**config.mk**
```make
export PLATFORM = sky130hd
export DESIGN_NAME = fft_frame_sched
export DESIGN_NICKNAME = d
export VERILOG_FILES = /design/src/rtl/fft_pkg.sv /design/src/rtl/fft_hs_counter.sv /design/src/rtl/fft_frame_sched.sv
export SDC_FILE = /design/constraint.sdc
export NUM_CORES = 1
export LEC_CHECK = 0
export BUFFER_PORTS_ARGS = -buffer_cell sky130_fd_sc_hd__buf_2
export CAP_MARGIN = 15
export CORE_ASPECT_RATIO = 0.5
export CORE_UTILIZATION = 31
export DETAILED_ROUTE_END_ITERATION = 16
export SLEW_MARGIN = 25
export SYNTH_ARGS = -nofsm -noshare
export SYNTH_HDL_FRONTEND = slang
export SYNTH_SLANG_ARGS = --single-unit
```
**constraint.sdc**
```tcl
create_clock -name clk -period 1.8 [get_ports clk]
set_input_delay 0.18 -clock clk [delete_from_list [all_inputs] [get_ports clk]]
set_output_delay 0.18 -clock clk [all_outputs]
set_load 0.005 [all_outputs]
```
**src/rtl/fft_pkg.sv**
```systemverilog
// Shared types and defaults for the FFT frame scheduler.
// State encoding, size defaults and core select encodings.
package fft_pkg;

  localparam int DEF_N_PTS      = 8;
  localparam int DEF_CORE_TICKS = 8;
  localparam int DEF_TICK_W     = 3;
  localparam int DEF_CNT_W      = 4;

  localparam logic SEL_SP  = 1'b0;
  localparam logic SEL_REG = 1'b1;
  localparam logic SEL_PS  = 1'b0;

  typedef enum logic [2:0] {
    S_IDLE  = 3'd0,
    S_LOAD  = 3'd1,
    S_COMP  = 3'd2,
    S_FLUSH = 3'd3,
    S_DRAIN = 3'd4
  } state_e;

endpackage

```
**src/rtl/fft_hs_counter.sv**
```systemverilog
// Handshake-qualified up-counter with terminal-count flag.
// Wraps to zero on the handshake taken at the terminal count.
module fft_hs_counter #(
  parameter int W    = 4,
  parameter int TERM = 8
) (
  input  logic i_clk,
  input  logic i_rst,
  input  logic i_clr,
  input  logic i_inc,
  output logic o_tc
);

  logic [W-1:0] r_cnt;

  assign o_tc = (r_cnt == W'(TERM - 1));

  // count handshakes, self-clear after the last one
  always_ff @(posedge i_clk) begin
    if (i_rst || i_clr) begin
      r_cnt <= '0;
    end else if (i_inc) begin
      r_cnt <= o_tc ? '0 : r_cnt + 1'b1;
    end
  end

endmodule

```
**src/rtl/fft_frame_sched.sv**
```systemverilog
// Frame scheduler for the 8-point FFT: load, compute, flush, drain.
// Define FFT_OVERLAP_EN to overlap next-frame loading with DRAIN.
module fft_frame_sched
  import fft_pkg::*;
#(
  parameter int N_PTS      = DEF_N_PTS,
  parameter int CORE_TICKS = DEF_CORE_TICKS,
  parameter int TICK_W     = DEF_TICK_W,
  parameter int CNT_W      = DEF_CNT_W
) (
  input  logic              clk,
  input  logic              rst,
  input  logic              en,
  input  logic              in_valid,
  output logic              in_ready,
  output logic              s_p_shift,
  output logic              mux_flag,
  output logic              demux_flag,
  output logic [TICK_W-1:0] rotation,
  output logic              p_s_load,
  output logic              out_valid,
  input  logic              out_ready,
  output logic              p_s_shift,
  output logic              busy,
  output logic              frame_done
);

  localparam logic [TICK_W-1:0] HALF =
    TICK_W'(CORE_TICKS / 2);
  localparam logic [TICK_W-1:0] LAST_TICK =
    TICK_W'(CORE_TICKS - 1);

  state_e            r_state;
  state_e            w_state_nxt;
  logic [TICK_W-1:0] r_tick;
  logic [TICK_W-1:0] r_rot;
  logic              r_mux;
  logic              r_demux;
  logic              w_in_ready;
  logic              w_in_hs;
  logic              w_out_hs;
  logic              w_ld_tc;
  logic              w_dr_tc;
  logic              w_ld_last;
  logic              w_dr_last;
  logic              w_idle;

`ifdef FFT_OVERLAP_EN
  logic r_ld_done;
  logic r_ld_part;
`endif

  assign w_idle    = (r_state == S_IDLE);
  assign w_in_hs   = in_valid & w_in_ready;
  assign w_out_hs  = out_valid & out_ready;
  assign w_ld_last = w_in_hs & w_ld_tc;
  assign w_dr_last = w_out_hs & w_dr_tc;

  fft_hs_counter #(
    .W    (CNT_W),
    .TERM (N_PTS)
  ) u_load_cnt (
    .i_clk (clk),
    .i_rst (rst),
    .i_clr (w_idle),
    .i_inc (w_in_hs),
    .o_tc  (w_ld_tc)
  );

  fft_hs_counter #(
    .W    (CNT_W),
    .TERM (N_PTS)
  ) u_drain_cnt (
    .i_clk (clk),
    .i_rst (rst),
    .i_clr (w_idle),
    .i_inc (w_out_hs),
    .o_tc  (w_dr_tc)
  );

  // input acceptance window
  always_comb begin
    w_in_ready = (r_state == S_LOAD);
`ifdef FFT_OVERLAP_EN
    if (r_state == S_DRAIN && en && !r_ld_done) begin
      w_in_ready = 1'b1;
    end
`endif
  end

  // next-state decision
  always_comb begin
    w_state_nxt = r_state;
    unique case (r_state)
      S_IDLE: begin
        if (en) w_state_nxt = S_LOAD;
      end
      S_LOAD: begin
        if (w_ld_last) w_state_nxt = S_COMP;
      end
      S_COMP: begin
        if (r_tick == LAST_TICK) w_state_nxt = S_FLUSH;
      end
      S_FLUSH: begin
        w_state_nxt = S_DRAIN;
      end
      S_DRAIN: begin
        if (w_dr_last) begin
`ifdef FFT_OVERLAP_EN
          if (r_ld_done || w_ld_last) begin
            w_state_nxt = S_COMP;
          end else if (en || r_ld_part ||
                       (w_in_hs && !w_ld_tc)) begin
            w_state_nxt = S_LOAD;
          end else begin
            w_state_nxt = S_IDLE;
          end
`else
          w_state_nxt = en ? S_LOAD : S_IDLE;
`endif
        end
      end
      default: w_state_nxt = S_IDLE;
    endcase
  end

  // state register
  always_ff @(posedge clk) begin
    if (rst) r_state <= S_IDLE;
    else     r_state <= w_state_nxt;
  end

  // core tick runs only inside COMPUTE
  always_ff @(posedge clk) begin
    if (rst) begin
      r_tick <= '0;
    end else if (r_state == S_COMP &&
                 r_tick != LAST_TICK) begin
      r_tick <= r_tick + 1'b1;
    end else begin
      r_tick <= '0;
    end
  end

  // core controls lag the tick by one cycle
  always_ff @(posedge clk) begin
    if (rst || r_state != S_COMP) begin
      r_rot   <= '0;
      r_mux   <= SEL_SP;
      r_demux <= SEL_PS;
    end else begin
      r_rot   <= r_tick;
      r_mux   <= (r_tick >= HALF) ? SEL_REG : SEL_SP;
      r_demux <= (r_tick <  HALF) ? SEL_REG : SEL_PS;
    end
  end

`ifdef FFT_OVERLAP_EN
  // track next-frame loading progress during DRAIN
  always_ff @(posedge clk) begin
    if (rst || (r_state == S_DRAIN && w_dr_last)) begin
      r_ld_done <= 1'b0;
      r_ld_part <= 1'b0;
    end else if (r_state == S_DRAIN && w_in_hs) begin
      r_ld_done <= r_ld_done | w_ld_tc;
      r_ld_part <= !w_ld_tc;
    end
  end
`endif

  assign in_ready   = w_in_ready;
  assign s_p_shift  = w_in_hs;
  assign mux_flag   = r_mux;
  assign demux_flag = r_demux;
  assign rotation   = r_rot;
  assign p_s_load   = (r_state == S_FLUSH);
  assign out_valid  = (r_state == S_DRAIN);
  assign p_s_shift  = w_out_hs;
  assign busy       = !w_idle;
  assign frame_done = w_dr_last;

endmodule
```
* Word level (Yosys, flattened, before mapping)
Index checks and enable logic that the tools add are counted.
** Word-level totals
- Bits in latches :: 0
- Output and inout port bits :: 12
- Memory bits (read-only) :: 0
- Input port bits :: 5
- Memories :: 0
- Register bits after elaboration :: 19
- Logic and storage cells :: 47
- RAM bits :: 0
** Operators by class
- Reductions and logical operators :: 7
- Add/sub/neg operators :: 3
- Bitwise gates (word level) :: 5
- $mul :: 0
- Multiplexer cells :: 10
- Divide/modulo/power cells :: 0
- Equality and inequality tests :: 13
- Shift operators :: 0
- Order comparisons :: 2
** Operators by type and width (number)
- $pmux 3 s5 :: 1
- $mux 3 :: 4
- $add 4x1->4 const B :: 2
- $eq 4x3->1 const B :: 2
- $mux 4 :: 2
- $eq 3x2->1 const B :: 2
- $eq 3x3->1 const B :: 2
- $and 1x1->1 :: 4
- $ne 2x1->1 const B :: 2
- $ne 2x2->1 const B :: 2
- $reduce_and 4->1 :: 1
- $add 3x1->3 const B :: 1
- $eq 3x1->1 const B :: 1
- $ge 3x3->1 const B :: 1
- $logic_not 3->1 :: 1
- $lt 3x3->1 const B :: 1
- $mux 1 :: 3
- $ne 3x2->1 const B :: 1
- $ne 3x3->1 const B :: 1
- $logic_or 1x1->1 :: 2
- $reduce_or 2->1 :: 1
- $logic_and 1x1->1 :: 1
- $logic_not 1->1 :: 1
- $not 1->1 :: 1

* Depth between registers and ports, before layout
Gate-level depths: netlist of the first run.
- Depth after elaboration :: 5
- Depth in mapped cells :: 5

* Modules after synthesis
Synthesis of the first run repeated with hierarchy kept, for this count alone.
** Second synthesis, totals
- Cells, all modules :: 92
- Area, all modules :: 852.1 um^2
** Modules (own cells, without submodules)
- fft_frame_sched :: instances 1, area each 479.2 um^2, cells an instance 52
- fft_hs_counter :: instances 2, area each 186.4 um^2, cells an instance 20

* Least setup slack after synthesis of the first run
OpenSTA, ideal clock, no wires.
- Kind :: flip-flop to flip-flop
- From :: reg u_load_cnt.r_cnt[0]
- To :: reg r_state[0]
- Path buffers :: 0
- Slack :: 0.371 ns
- Arrival :: 1.333 ns
- Stages on the path, launching flop included :: 5
- Required time :: 1.705 ns
- Period minus slack after synthesis :: 1.429 ns
- Setup time :: 0.095 ns
- Cell sequence :: dfxtp_1 ha_1 and3b_1 a2111o_1 a221oi_1
** On the way
- Cells in the longest elaborated chain, start to end :: 4
** Ends and longest elaborated chain
- start: declaration :: line fft_hs_counter.sv:14 : logic [W-1:0] r_cnt;
- start signal: assignment :: line fft_hs_counter.sv:23 : r_cnt <= o_tc ? '0 : r_cnt + 1'b1;
- $eq 4x3->1 :: line fft_hs_counter.sv:16 : assign o_tc = (r_cnt == W'(TERM - 1));
- $and 1x1->1 :: line fft_frame_sched.sv:56 : assign w_ld_last = w_in_hs & w_ld_tc;
- $ne 2x1->1 (no source line)
- $reduce_and 4->1 (no source line)
- end signal: assignment :: line fft_frame_sched.sv:130 : else r_state <= w_state_nxt;
- end: declaration :: line fft_frame_sched.sv:33 : state_e r_state;
No other way between the ends.
A chain may end at the register's enable or synchronous reset.

* Worst setup path after layout of the first run
- From :: reg r_state[2]
- To :: out out_valid
** On the way
- Cells in the longest elaborated chain, start to end :: 1
** Ends and longest elaborated chain
- $eq 3x3->1 :: line fft_frame_sched.sv:177 : assign out_valid = (r_state == S_DRAIN);
- end: declaration :: line fft_frame_sched.sv:21 : output logic out_valid,
No other way between the ends.

==> flow_metrics.tcl, run 1 <==
set metrics [dict create \
    fmax_mhz 626 \
    numCtsBuffers 3 \
    p_int_mw 0.602 \
    core-area_sq_um 2700 \
    grt_usage_pct 10.3 \
    grt_pass1_vias 536 \
    fin_crit_sh_pct 88.7 \
    dp_hpwl_mm 1.10 \
    ys_types 35 \
    place.gp.congestion 0.716 \
    layout-drive-gt1-share_pct 30.3 \
    min_period_ps 1600 \
    cp.required_ps 1620 \
    cp_data_arrival_time_ps 1420 \
    cp_num_buf_inv 2 \
    seqPwrFrac_pct 56.2 \
    p_leak_nw 0.435 \
    h-tree-depth 1 \
    grt_antenna_before_repair 0 \
    r2r_slack_ps 290 \
    grt_max_degree 13 \
    wirelength_mm 1.45 \
    ir_worst_vdd_mv 0.216 \
    clock_sinks 19 \
    synth_top_area_share_pct 41.6 \
    n_antenna_cell 0 \
    io_buffers 16 \
    async_reset_ff_share_pct 0 \
    cp_slowest_cell "dfxtp_1" \
    die_x_um 78.8 \
    synth.most_common_cell "dfxtp_1" \
    start_util_pct 33.9 \
    combPwrFrac_pct 6.2 \
    drcViolationCount 0 \
    via_count 660 \
    cp_max_fo 7 \
    hold_start "rst" \
    tritoncts "built" \
    grt_setup_unrepaired "no" \
    slew_violations 0 \
    cts_hold_buffers 0 \
    skew_ps 1.86 \
    avgSynthCellArea_sq_um 9.83 \
    critPathCaptureType "output pin" \
    slowest_delay_ps 490 \
    status "finished clean" \
    synth_enable_flop_cells 0 \
    die_h_um 40.4 \
    reg2reg_from "u_load_cnt.r_cnt[0]$_SDFFE_PP0P_" \
    ys_ff_latch 19 \
    cts-root-buf "clkbuf_8" \
    finalSetupTns_ps 0 \
    clock_path_buffers 2 \
    worst_setup_path_start_kind "register" \
    clkTransAtPathRegs_ps 70 \
    first_pass_iters 4 \
    fillCellCount 279 \
    cp_cell_sequence "buf_4, nor3b_1, buf_2" \
    seq_area_frac_synth_pct 41.6 \
    min-delay-path-class "in -> reg" \
    syn_area_sq_um 915 \
    drt_first_iter_violations 28 \
    max-cap-violations 0 \
    final_cells 146 \
    post-synth-top-area-cell "dfxtp_1" \
    post_cts_buffers 0 \
    antenna_left 0 \
    switchingPower_mw 0.169 \
    hold_viol 0 \
    routed_via_density 4.52 \
    path_delay_family "flip-flops" \
    yosys_warnings 0 \
    boundaryPins 17 \
    grt_overflow 0 \
    pwr-share-clk_pct 37.6 \
    power_mw 0.771 \
    cts.repair.resized 0 \
    syn-instance-count 93 \
    nets 120 \
    setup.worst_path.start "r_state[2]$_SDFFE_PP0P_" \
    netlist_top_cells_count "dfxtp_1 (19), inv_1 (8), nor2_1 (7)" \
    reg2regPathDepth 4 \
    area_growth_pct 15.6 \
    dieArea_sq_um 3180 \
    routedWlPerCell_um 9.95 \
    switching_share_pct 21.9 \
    synth_nets 103 \
    rr_endpoint "r_state[0]$_SDFFE_PP0P_" \
    tightest_slew_ps 387 \
    min_path_cells 2 \
    place_inst 142 \
    synth_area_leaders "dfxtp_1 (42%), ha_1 (6.8%), nand4bb_4 (6.0%), a21oi_1 (3.3%), inv_1 (3.3%)" \
    setup-violations-final 0 \
    p_per_area_nw_per_um2 729 \
    hold_slack_ps 146 \
    crit_type "reg -> out" \
    grt_first_pass_wirelength_mm 2.36 \
    yosys_most_used_dff "dfxtp_1" \
    relSlewSlack_pct 74.2 \
    rows 13 \
    hold_end "r_state[1]$_SDFFE_PP0P_" \
    clock_latency_ps 250 \
]
==> power by group through the flow <==
stage / combinational, mW / clock [mW] / sequential, mW
2_1_floorplan: 0.0380 / 0 / 0.435
3_3_place_gp: 0.0481 / 0 / 0.442
3_5_place_dp: 0.0482 / 0 / 0.443
4_1_cts: 0.0482 / 0.305 / 0.433
5_1_grt: 0.0543 / 0.322 / 0.433
6_report: 0.0478 / 0.290 / 0.433
==> cells by family (layout without fill, tap and decap cells) <==
| kind of cell | after synthesis | count (layout) | share of synthesized area (%) |
|---|---|---|---|
| simple gates | 36 | 36 | 29.1 |
| flops | 19 | 19 | 41.6 |
| fa+ha+maj | 5 | 5 | 6.84 |
| compound gates | 20 | 20 | 15.0 |
| buf+inv | 13 | 29 | 7.39 |
==> state kept, by name (all words and copies together), names as in the netlist <==
signal and count:
mux_flag 1, rotation 3, demux_flag 1, u_load_cnt.r_cnt 4
u_drain_cnt.r_cnt 4, r_state 3, r_tick 3
==> stage by stage <==
step	util, %	instance area (sq um)	setup slack [ps]
floorplan	-	915	371
global placement	37.4	1010	328
detailed placement	37.4	1010	302
CTS	39.2	1060	172
global route	39.2	1060	63.9
finish	39.2	1060	204
==> worst max-delay path by stage <==
stage	depth (start not counted)	to	slack [ps]
6_report	3	out_valid	200
5_1_grt	3	out_valid	60
4_1_cts	3	out_valid	170
3_5_place_dp	4	r_state[0]$_SDFFE_PP0P_	300
3_3_place_gp	4	r_state[0]$_SDFFE_PP0P_	330
2_1_floorplan	4	r_state[0]$_SDFFE_PP0P_	370
==> worst reg2reg max path: cells and delay by family (launching register included) <==
kind,cells,cell delay (ps)
adder cells (fa/ha/maj),1,220
flip-flops,1,330
AO/OA/AOI/OAI,2,660
AND/OR/NAND/NOR,1,210
==> placed cells by master, fill, tap and decap left out, types with 2 or more instances in the layout <==
| master | count |
|---|---|
| inv_1 | 8 |
| nor2_1 | 7 |
| nand3_1 | 2 |
| o21ai_0 | 4 |
| or4_4 | 2 |
| buf_2 | 16 |
| a21oi_1 | 6 |
| dfxtp_1 | 19 |
| ha_1 | 5 |
| nor3b_1 | 2 |
| and2_1 | 2 |
| clkbuf_8 | 3 |
| nand2_1 | 5 |
| a21oi_2 | 2 |
| nand4bb_4 | 2 |
| or3_1 | 2 |
| or3_2 | 2 |
==> per-layer routing <==
layer  track usage [%]  share of wire (%)  up-vias
li1                  -                  -      357
met1              11.5                 51      290
met2              17.8                 43       13
met3              5.45                5.6        0
met4              2.73                  0        0
met5                 0                  0        -
==> layout make-up <==
| type | count | area, sq um | share of cell area [%] |
|---|---|---|---|
| clock inverter | 1 | 5.00 | 0.473 |
| timing repair buffer | 17 | 87.6 | 8.28 |
| multi-input combinational | 61 | 467 | 44.1 |
| sequential | 19 | 380 | 36.0 |
| clock buffer | 3 | 41.3 | 3.91 |
| inverter | 8 | 30.0 | 2.84 |
| tap | 37 | 46.3 | 4.38 |
Note: power is estimated with default switching activity, not from simulation.
==> run 2, diff against run 1 <==
Settings changed: BUFFER_PORTS_ARGS -buffer_cell sky130_fd_sc_hd__buf_2 to -buffer_cell sky130_fd_sc_hd__buf_4, SKIP_CTS_REPAIR_TIMING set to 1.
==> flow_metrics.tcl, run 2 (synthesis gave the netlist of run 1 again) <==
set metrics [dict create \
    status "finished clean" \
    cp_max_fo 11 \
    reg2regPathDepth 4 \
    p_leak_nw 0.434 \
    grt_usage_pct 11.0 \
    nets 119 \
    drt_first_iter_violations 30 \
    finalSetupTns_ps 0 \
    core-area_sq_um 2700 \
    antenna_left 0 \
    fin_crit_sh_pct 86.3 \
    slew_violations 0 \
    final_common_cell "dfxtp_1" \
    fmax_mhz 644 \
    setup.worst_path.start "r_state[2]$_SDFFE_PP0P_" \
    h-tree-depth 1 \
    gr-usage-met3_pct 4.09 \
    ir_worst_vdd_mv 0.266 \
    routedWlPerCell_um 10.4 \
    setup-violations-final 0 \
    reg2reg_from "u_load_cnt.r_cnt[0]$_SDFFE_PP0P_" \
    cp.required_ps 1620 \
    dp_hpwl_mm 1.10 \
    grt_setup_unrepaired "no" \
    grt_first_pass_wirelength_mm 2.50 \
    io_buffers 16 \
    die_h_um 40.4 \
    rows 13 \
    rr_endpoint "r_state[0]$_SDFFE_PP0P_" \
    grt_pass1_vias 575 \
    start_util_pct 33.9 \
    critPathCaptureType "output pin" \
    via_count 676 \
    wirelength_mm 1.50 \
    power_mw 0.783 \
    first_pass_iters 4 \
    min_period_ps 1550 \
    area_growth_pct 19.2 \
    clock_latency_ps 250 \
    tritoncts "built" \
    r2r_slack_ps 280 \
    min-delay-path-class "in -> reg" \
    crit_type "reg -> out" \
    relSlewSlack_pct 74.4 \
    boundaryPins 17 \
    use_met2_pct 18.7 \
    dieArea_sq_um 3180 \
    numCtsBuffers 3 \
    die_x_um 78.8 \
    cts-root-buf "clkbuf_8" \
    grt-busiest-layer "met2" \
    layout-drive-gt1-share_pct 29.6 \
    grt_max_degree 13 \
    top_regs "u_drain_cnt.r_cnt x4, u_load_cnt.r_cnt x4" \
    clock_sinks 19 \
    cp_data_arrival_time_ps 1370 \
    max-cap-violations 0 \
    skew_ps 1.02 \
    grt.met1_usage_pct 12.7 \
    grt_antenna_before_repair 0 \
    place.gp.congestion 0.697 \
    hold_viol 0 \
    routed_via_density 4.66 \
    tightest_slew_ps 383 \
    p_per_area_nw_per_um2 719 \
    clkTransAtPathRegs_ps 70 \
    clock_path_buffers 2 \
    layout_common_cells "dfxtp_1 (19), buf_4 (16), inv_1 (8)" \
    worst_setup_path_start_kind "register" \
    n_antenna_cell 0 \
    drcViolationCount 0 \
    grt_overflow 0 \
    cp-endpoint "out_valid" \
]
run 2: layer usage:
| layer | part of all wire (%) | up-vias |
|---|---|---|
| met1 | 51 | 309 |
| met2 | 44 | 12 |
| met3 | 3.5 | 2 |
| met5 | 0 | - |
| li1 | - | 353 |
| met4 | 0.67 | 0 |
run 2: layout make-up:
type | instances | area, sq um
clock inverter | 1 | 5.00
clock buffer | 3 | 41.3
sequential | 19 | 380
timing repair buffer | 16 | 120
fill | 284 | 1610
tap | 37 | 46.3
multi-input combinational | 61 | 467
inverter | 8 | 30.0
run 2: worst min-delay path by stage:
stage | startpoint | to | slack, ps | cells after the start
2_1_floorplan | rst | r_state[1]$_SDFFE_PP0P_ | 250 | 1
3_3_place_gp | rst | r_state[1]$_SDFFE_PP0P_ | 390 | 2
3_5_place_dp | rst | r_state[1]$_SDFFE_PP0P_ | 400 | 2
4_1_cts | rst | r_state[1]$_SDFFE_PP0P_ | 110 | 2
5_1_grt | rst | r_state[1]$_SDFFE_PP0P_ | 120 | 2
6_report | rst | r_state[1]$_SDFFE_PP0P_ | 120 | 2
run 2: critical path, stage by stage, from the launching register on:
cell	delay (ps)
dfxtp_1	550
nor3b_1	380
buf_4	180
run 2: report_power, final:
| part | leakage [nW] | internal [mW] | switching (mW) |
|---|---|---|---|
| clock | 0.0255 | 0.154 | 0.144 |
| sequential | 0.153 | 0.424 | 0.00888 |
| combinational | 0.255 | 0.0301 | 0.0232 |
| total | 0.434 | 0.608 | 0.176 |
run 2: per-stage QoR:
stage | util [%] | hold slack (ps) | area, sq um | cells | setup WS [ps]
2_1_floorplan | - | 253 | 915 | 93 | 371
3_5_place_dp | 38.6 | 397 | 1040 | 141 | 310
4_1_cts | 40.4 | 114 | 1090 | 145 | 241
5_1_grt | 40.4 | 122 | 1090 | 145 | 79.6
3_3_place_gp | 38.6 | 393 | 1040 | 141 | 321
6_report | 40.4 | 123 | 1090 | 145 | 247
==> run 3, diff against run 2 <==
Settings changed: CORE_MARGIN set to 2, PLACE_DENSITY set to 0.47, TNS_END_PERCENT set to 5.
==> flow_metrics.tcl, run 3 (synthesis gave the netlist of run 1 again) <==
set metrics [dict create \
    p_leak_nw 0.431 \
    layout_common_cells "dfxtp_1 (19), buf_4 (16), inv_1 (8)" \
    area_growth_pct 19.0 \
    cp_slowest_cell "a2111o_1" \
    top_regs "u_drain_cnt.r_cnt x4, u_load_cnt.r_cnt x4" \
    cp_num_buf_inv 0 \
    place.gp.congestion 0.780 \
    first_pass_iters 4 \
    relSlewSlack_pct 73.0 \
    min-delay-path-class "in -> reg" \
    tightest_slew_ps 405 \
    cp_data_arrival_time_ps 1760 \
    nets 119 \
    clock_path_buffers 2 \
    p_per_area_nw_per_um2 713 \
    routed_via_density 4.84 \
    start_util_pct 33.9 \
    hold_viol 0 \
    grt_setup_unrepaired "no" \
    finalSetupTns_ps 0 \
    critPathCaptureType "register" \
    h-tree-depth 1 \
    via_count 702 \
    cp_cell_sequence "ha_1, and3b_1, a2111o_1, a221oi_1" \
    grt_max_degree 13 \
    fmax_mhz 620 \
    core-area_sq_um 2700 \
    ir_worst_vdd_mv 0.239 \
    boundaryPins 17 \
    grt_usage_pct 11.7 \
    antenna_left 0 \
    wirelength_mm 1.68 \
    cts-root-buf "clkbuf_8" \
    min_period_ps 1610 \
    routedWlPerCell_um 11.6 \
    numCtsBuffers 3 \
    clock_sinks 19 \
    n_antenna_cell 0 \
    skew_ps 4.22 \
    clock_latency_ps 250 \
    tritoncts "built" \
    grt_overflow 0 \
    io_buffers 16 \
    drcViolationCount 0 \
    worst_setup_path_start_kind "register" \
    fin_area_sq_um 1090 \
    layout-drive-gt1-share_pct 28.7 \
    rows 13 \
    dp_hpwl_mm 1.30 \
    fin_crit_sh_pct 89.6 \
    cp_max_fo 4 \
    path_delay_family "compound AO/OA/AOI/OAI gates" \
    grt_antenna_before_repair 0 \
    final_common_cell "dfxtp_1" \
    slowest_delay_ps 420 \
    grt_pass1_vias 659 \
    slew_violations 0 \
    clkTransAtPathRegs_ps 70 \
    placed_cell_area_sq_um 1040 \
    grt_first_pass_wirelength_mm 3.04 \
    cp.required_ps 1950 \
    status "finished clean" \
    dieArea_sq_um 3430 \
    die_h_um 42.4 \
    die_x_um 80.8 \
    setup-violations-final 0 \
    drt_first_iter_violations 16 \
    max-cap-violations 0 \
    crit_type "reg -> reg" \
]
-- run 3: metrics by stage --
step	power (mW)	hold slack [ps]	worst slack (ps)	utilization, %	cells
floorplan	0.473	253	371	-	93
global placement	0.496	399	324	38.6	141
detailed placement	0.499	396	237	38.6	141
CTS	0.796	121	191	40.3	145
global route	0.824	135	104	40.3	145
finish	0.776	131	187	40.3	145
-- run 3: path summary, 6_finish.rpt --
| path | start | end | slack, ps | cells past startpoint |
|---|---|---|---|---|
| setup / recovery | u_load_cnt.r_cnt[0]$_SDFFE_PP0P_ | r_state[0]$_SDFFE_PP0P_ | 190 | 4 |
| hold / removal | rst | r_state[1]$_SDFFE_PP0P_ | 130 | 2 |
| setup reg to reg | u_load_cnt.r_cnt[0]$_SDFFE_PP0P_ | r_state[0]$_SDFFE_PP0P_ | 190 | 4 |
| hold reg to reg | r_tick[2]$_SDFF_PP0_ | demux_flag$_SDFF_PP0_ | 450 | 1 |
-- run 3: final cells by class --
class,count,area (sq um)
fill,288,1610
clock buffer,4,45.0
tap,37,46.3
multi-input combinational,61,467
inverter,8,30.0
sequential,19,380
timing repair buffer,16,120
-- run 3: report_power, final --
part	internal [mW]	switching [mW]
Sequential	0.424	0.00893
Clock	0.157	0.130
Combinational	0.0302	0.0255
-- run 3: metal layers --
| layer | wire length [um] | track usage, % | up-vias |
|---|---|---|---|
| li1 | - | - | 353 |
| met1 | 778 | 14.7 | 337 |
| met2 | 813 | 18.2 | 10 |
| met3 | 79 | 5.17 | 2 |
| met4 | 10 | 3.05 | 0 |
| met5 | 0 | 0 | - |
-- run 3: worst reg2reg max path, cell delays in order (launching register included) --
cell	delay, ps
dfxtp_1	340
ha_1	230
and3b_1	220
a2111o_1	420
a221oi_1	300
